File: config.mk
export PLATFORM = sky130hd
export DESIGN_NAME = priority_logic
export DESIGN_NICKNAME = d
export VERILOG_FILES = /design/src/rtl/priority_logic.sv
export SDC_FILE = /design/constraint.sdc
export NUM_CORES = 1
export LEC_CHECK = 0
export ABC_AREA = 1
export CAP_MARGIN = 20
export CORE_AREA = 2 2 67 69
export CTS_BUF_LIST = sky130_fd_sc_hd__clkbuf_2 sky130_fd_sc_hd__clkbuf_4 sky130_fd_sc_hd__clkbuf_8
export CTS_CLUSTER_DIAMETER = 80
export DETAILED_ROUTE_END_ITERATION = 12
export DIE_AREA = 0 0 69 71
export REMOVE_ABC_BUFFERS = 1
export SKIP_CTS_REPAIR_TIMING = 1
export SYNTH_ARGS = -nofsm -noshare
export SYNTH_HDL_FRONTEND = slang
export SYNTH_SLANG_ARGS = --single-unit
File: constraint.sdc
create_clock -name CLK -period 4.4 [get_ports CLK]
set_input_delay 0.88 -clock CLK [delete_from_list [all_inputs] [get_ports CLK]]
set_output_delay 0.88 -clock CLK [all_outputs]
set_load 0.02 [all_outputs]
File: src/rtl/priority_logic.sv
// Four-channel DMA request arbiter: synchronises DREQ, picks a fixed or rotating
// priority winner, and sequences the HLDA / DACK handshake for the granted channel.
module priority_logic #(
  parameter int unsigned SYNC_STAGES = 2
) (
  input  logic       CLK,
  input  logic       RESET,
  input  logic [3:0] DREQ,
  input  logic [3:0] maskReg,
  input  logic [3:0] requestReg,
  input  logic       rotatingPriority,
  input  logic       dreqSenseLow,
  input  logic       dackSenseHigh,
  input  logic       controllerDisable,
  input  logic       HLDA,
  input  logic       assertDACK,
  input  logic       deassertDACK,
  input  logic       intEOP,
  output logic [3:0] DACK,
  output logic       anyRequest,
  output logic [1:0] activeChannel,
  output logic       channelValid,
  output logic [3:0] clearRequestBit
);

  localparam int unsigned N_CH = 4;
  localparam int unsigned CH_W = 2;

  typedef enum logic [3:0] {
    IDLE      = 4'b0001,
    WAIT_HLDA = 4'b0010,
    GRANTED   = 4'b0100,
    ACTIVE    = 4'b1000
  } state_t;

  state_t state_q, state_d;

  logic [SYNC_STAGES-1:0][N_CH-1:0] sync_q, sync_d;
  logic [N_CH-1:0] sync_req, eff_req;
  logic [N_CH-1:0] grant_q, grant_d;
  logic [N_CH-1:0] clr_q, clr_d;
  logic [CH_W-1:0] last_q, last_d;
  logic [CH_W-1:0] chan_q, chan_d;
  logic            valid_q, valid_d;
  logic [CH_W-1:0] base, winner, idx;
  logic            found;
  logic            release_req;

  // Polarity is applied before the first flop so the chain only ever carries "request" sense.
  always_comb begin
    sync_d    = sync_q;
    sync_d[0] = DREQ ^ {N_CH{dreqSenseLow}};
    for (int unsigned i = 1; i < SYNC_STAGES; i++) begin
      sync_d[i] = sync_q[i-1];
    end
  end

  assign sync_req   = sync_q[SYNC_STAGES-1];
  assign eff_req    = (sync_req & ~maskReg) | requestReg;
  assign anyRequest = (|eff_req) & ~controllerDisable;

  // Scan channels from the highest-priority one upward, wrapping modulo 4.
  always_comb begin
    base   = rotatingPriority ? last_q + CH_W'(1) : '0;
    winner = base;
    found  = 1'b0;
    idx    = base;
    for (int unsigned i = 0; i < N_CH; i++) begin
      idx = base + CH_W'(i);
      if (!found && eff_req[idx]) begin
        winner = idx;
        found  = 1'b1;
      end
    end
  end

  assign release_req = deassertDACK | intEOP;

  always_comb begin
    state_d = state_q;
    grant_d = grant_q;
    chan_d  = chan_q;
    valid_d = valid_q;
    last_d  = last_q;
    clr_d   = '0;

    if (controllerDisable) begin
      state_d = IDLE;
      grant_d = '0;
      valid_d = 1'b0;
    end else begin
      case (state_q)
        IDLE: begin
          if (anyRequest) state_d = WAIT_HLDA;
        end
        WAIT_HLDA: begin
          if (!anyRequest) begin
            state_d = IDLE;
          end else if (HLDA) begin
            chan_d  = winner;
            valid_d = 1'b1;
            state_d = GRANTED;
          end
        end
        GRANTED: begin
          if (!HLDA) begin
            state_d = IDLE;
            valid_d = 1'b0;
          end else if (assertDACK) begin
            grant_d = N_CH'(1) << chan_q;
            state_d = ACTIVE;
          end
        end
        ACTIVE: begin
          if (release_req) begin
            grant_d = '0;
            valid_d = 1'b0;
            clr_d   = N_CH'(1) << chan_q;
            last_d  = chan_q;
            state_d = IDLE;
          end
        end
        default: begin
          state_d = IDLE;
          grant_d = '0;
          valid_d = 1'b0;
        end
      endcase
    end
  end

  always_ff @(posedge CLK or posedge RESET) begin
    if (RESET) begin
      state_q <= IDLE;
      sync_q  <= '0;
      grant_q <= '0;
      chan_q  <= '0;
      valid_q <= 1'b0;
      last_q  <= 2'b11;
      clr_q   <= '0;
    end else begin
      state_q <= state_d;
      sync_q  <= sync_d;
      grant_q <= grant_d;
      chan_q  <= chan_d;
      valid_q <= valid_d;
      last_q  <= last_d;
      clr_q   <= clr_d;
    end
  end

  // DACK follows the registered grant only, so reset drops it without a clock edge.
  assign DACK            = dackSenseHigh ? grant_q : ~grant_q;
  assign activeChannel   = chan_q;
  assign channelValid    = valid_q;
  assign clearRequestBit = clr_q;

endmodule

==> reports/metrics.cfg <==
[cells_and_area]
final_common_cell = nand2_1
n_fill_cell = 463
synthToLayoutAreaGrowth_pct = 31.0
drive_above_1_share_pct = 10.1
diodes = 0
postLayoutCellArea_mm2 = 0.00186
final_nets = 250
mostFrequentLayoutCells = nand2_1 (57), clkdlybuf4s50_1 (33), inv_1 (25)

[synth]
syn_area_mm2 = 0.00142
synthDistinctLibCells = 21
ys_seq_area_share_pct = 44.3
synth_cells = 191
yosys.area.top_type_share_pct = 38.7
syn_avg_cell_area_um2 = 7.44
ys_ff_latch = 25
yosysWarnings = 0
yosys.area.top_type = dfrtp_1
ys_top_cells_by_area = dfrtp_1 (39%), nand2_1 (15%), nand3_1 (8.1%), inv_1 (6.6%), dfstp_2 (5.5%)

[timing]
slew_violations = 0
relSlewSlack_pct = 37.2
hold_violations = 0
clock_skew_ps = 2.18
fmax_ghz = 0.305
report.final.setup_viol = 0
fin_setup_tns_ps = 0
fin_crit_sh_pct = 74.6
fin_crit_ps = 3280
worst_pin_slew_ps = 942
rsz0062_at_grt = no

[hold_path]
min_path_type = register to register
min_from = sync_d[5]
whs_path_depth = 0
min_to = sync_req[1]

[worst_setup_path]
cp-start-kind = input pin
r2r_slack_ps = 2730
cp.required_ps = 3520
end_kind = output pin
r2r_start = last_q[0]
rr_worst_depth = 11
worstPathMaxFanout = 3
path_class = input pin to output pin
worstPathArrival_ps = 2400
r2r_end = activeChannel[0]

[floorplanning]
die-area_mm2 = 0.00490
ioPinCount = 34
die_x_um = 69
coreArea_mm2 = 0.00420
num_rows = 24
initial_core_util_pct = 33.8
die_y_um = 71

[power_and_ir_drop]
pwr_density_cell_mw_per_mm2 = 330
peakVddDrop_mv = 0.148
static-leakage-power_nw = 0.910

[job]
drv_cap = 0

[grt]
antenna_found_initial = 0
first_global_vias = 1274
grt-ovfl-total = 0
grt_max_degree = 26
track_usage_pct = 13.2
grt_pass1_wl_mm = 5.29

[placement]
io_buffer_count = 33
place_area_mm2 = 0.00181
hpwl_mm = 2.31
globalplace.congestion = 0.833

[route]
wire_per_inst_um = 10.7
dr.pass1.iters = 4
wirelength_mm = 2.99
route.detailed.drc = 0
vias = 1305
postRouteAntennaNets = 0
drtIter0Drc = 79
vias_per_cell = 4.68

[cts]
cts_tree = built
root_buffer = clkbuf_8
cts_buffers = 3
clock_sinks = 25
cts_max_path_buffers = 2
clkLatencyLatePin_ps = 270
h-tree-depth = 1
clk_pin_slew_ps = 90

[status]
status = completed

[synthesized netlist by cell type (all sizes together)]
master and number:
dfstp 3, nor3 1, nand2 60, nor2 23, inv 28, nand4 3
nor4 1, nand3 28, xnor2 4, dfrtp 22, nand3b 1, xor2 4
clkbuf 1, o31ai 2, o21ai 9, o221ai 1
[worst max path at each step]
| stage | start | endpoint | slack (ps) | cells past startpoint |
|---|---|---|---|---|
| final | maskReg[0] | anyRequest | 1120 | 9 |
| after global routing | maskReg[1] | anyRequest | 980 | 9 |
| after CTS | maskReg[1] | anyRequest | 1120 | 9 |
| after detailed placement | maskReg[1] | anyRequest | 1120 | 9 |
| after global placement | maskReg[1] | anyRequest | 1130 | 9 |
| after floorplan | maskReg[2] | anyRequest | 2140 | 7 |
[cell type report]
| cell class | count | area [um^2] | area share [%] |
|---|---|---|---|
| clock buffers | 3 | 41.3 | 2.22 |
| clock inverters | 1 | 7.51 | 0.403 |
| inverters | 28 | 105 | 5.65 |
| multi-input cells | 137 | 683 | 36.7 |
| flip-flops and latches | 25 | 629 | 33.8 |
| well taps | 52 | 65.1 | 3.49 |
| repair buffers | 33 | 330 | 17.7 |
[flip-flops by register name, indices dropped and copies added, names as in the netlist]
name and count:
grant_q 4, sync_d 4, state_q 4, last_q 2, clearRequestBit 4, sync_req 4, activeChannel 2, channelValid 1
[critical path: stages]
cell and delay (ps):
clkdlybuf4s50_1 450, inv_1 30, nand2_1 100, nand2_1 60, nor2_1 120, nand2_1 110, nand2_1 70, inv_1 50
clkdlybuf4s50_1 530
[metal layers]
layer | up-vias | part of all wire [%] | global-route usage, %
met2 | 41 | 46 | 22.2
met1 | 587 | 47 | 16.8
li1 | 673 | - | -
met4 | 0 | 1.6 | 5.66
met5 | - | 0 | 0
met3 | 4 | 5.7 | 2.42
[cell families after synthesis]
logic type	count (synthesis)	share of synthesized area (%)
XOR/XNOR	8	4.93
AO/OA/AOI/OAI	12	4.84
buffers and inverters	29	7.66
flip-flops	25	44.3
AND/OR/NAND/NOR	117	38.3
[power by group]
group / internal, W / switching (W)
combinational: 0.0000779 / 0.000107
clock: 0.0000642 / 0.0000777
sequential: 0.000260 / 0.0000272
[through the flow]
stage               hold slack [ps]  utilization, %  power, W  cells  worst slack, ps
floorplan                       331               -  0.000403    190             2140
global placement                332            43.1  0.000474    275             1130
detailed placement              335            43.1  0.000477    275             1120
CTS                             357            44.3  0.000620    279             1120
global route                    368            44.3  0.000653    279              983
finish                          354            44.3  0.000614    279             1120
Power figures use the tool's default switching activity.
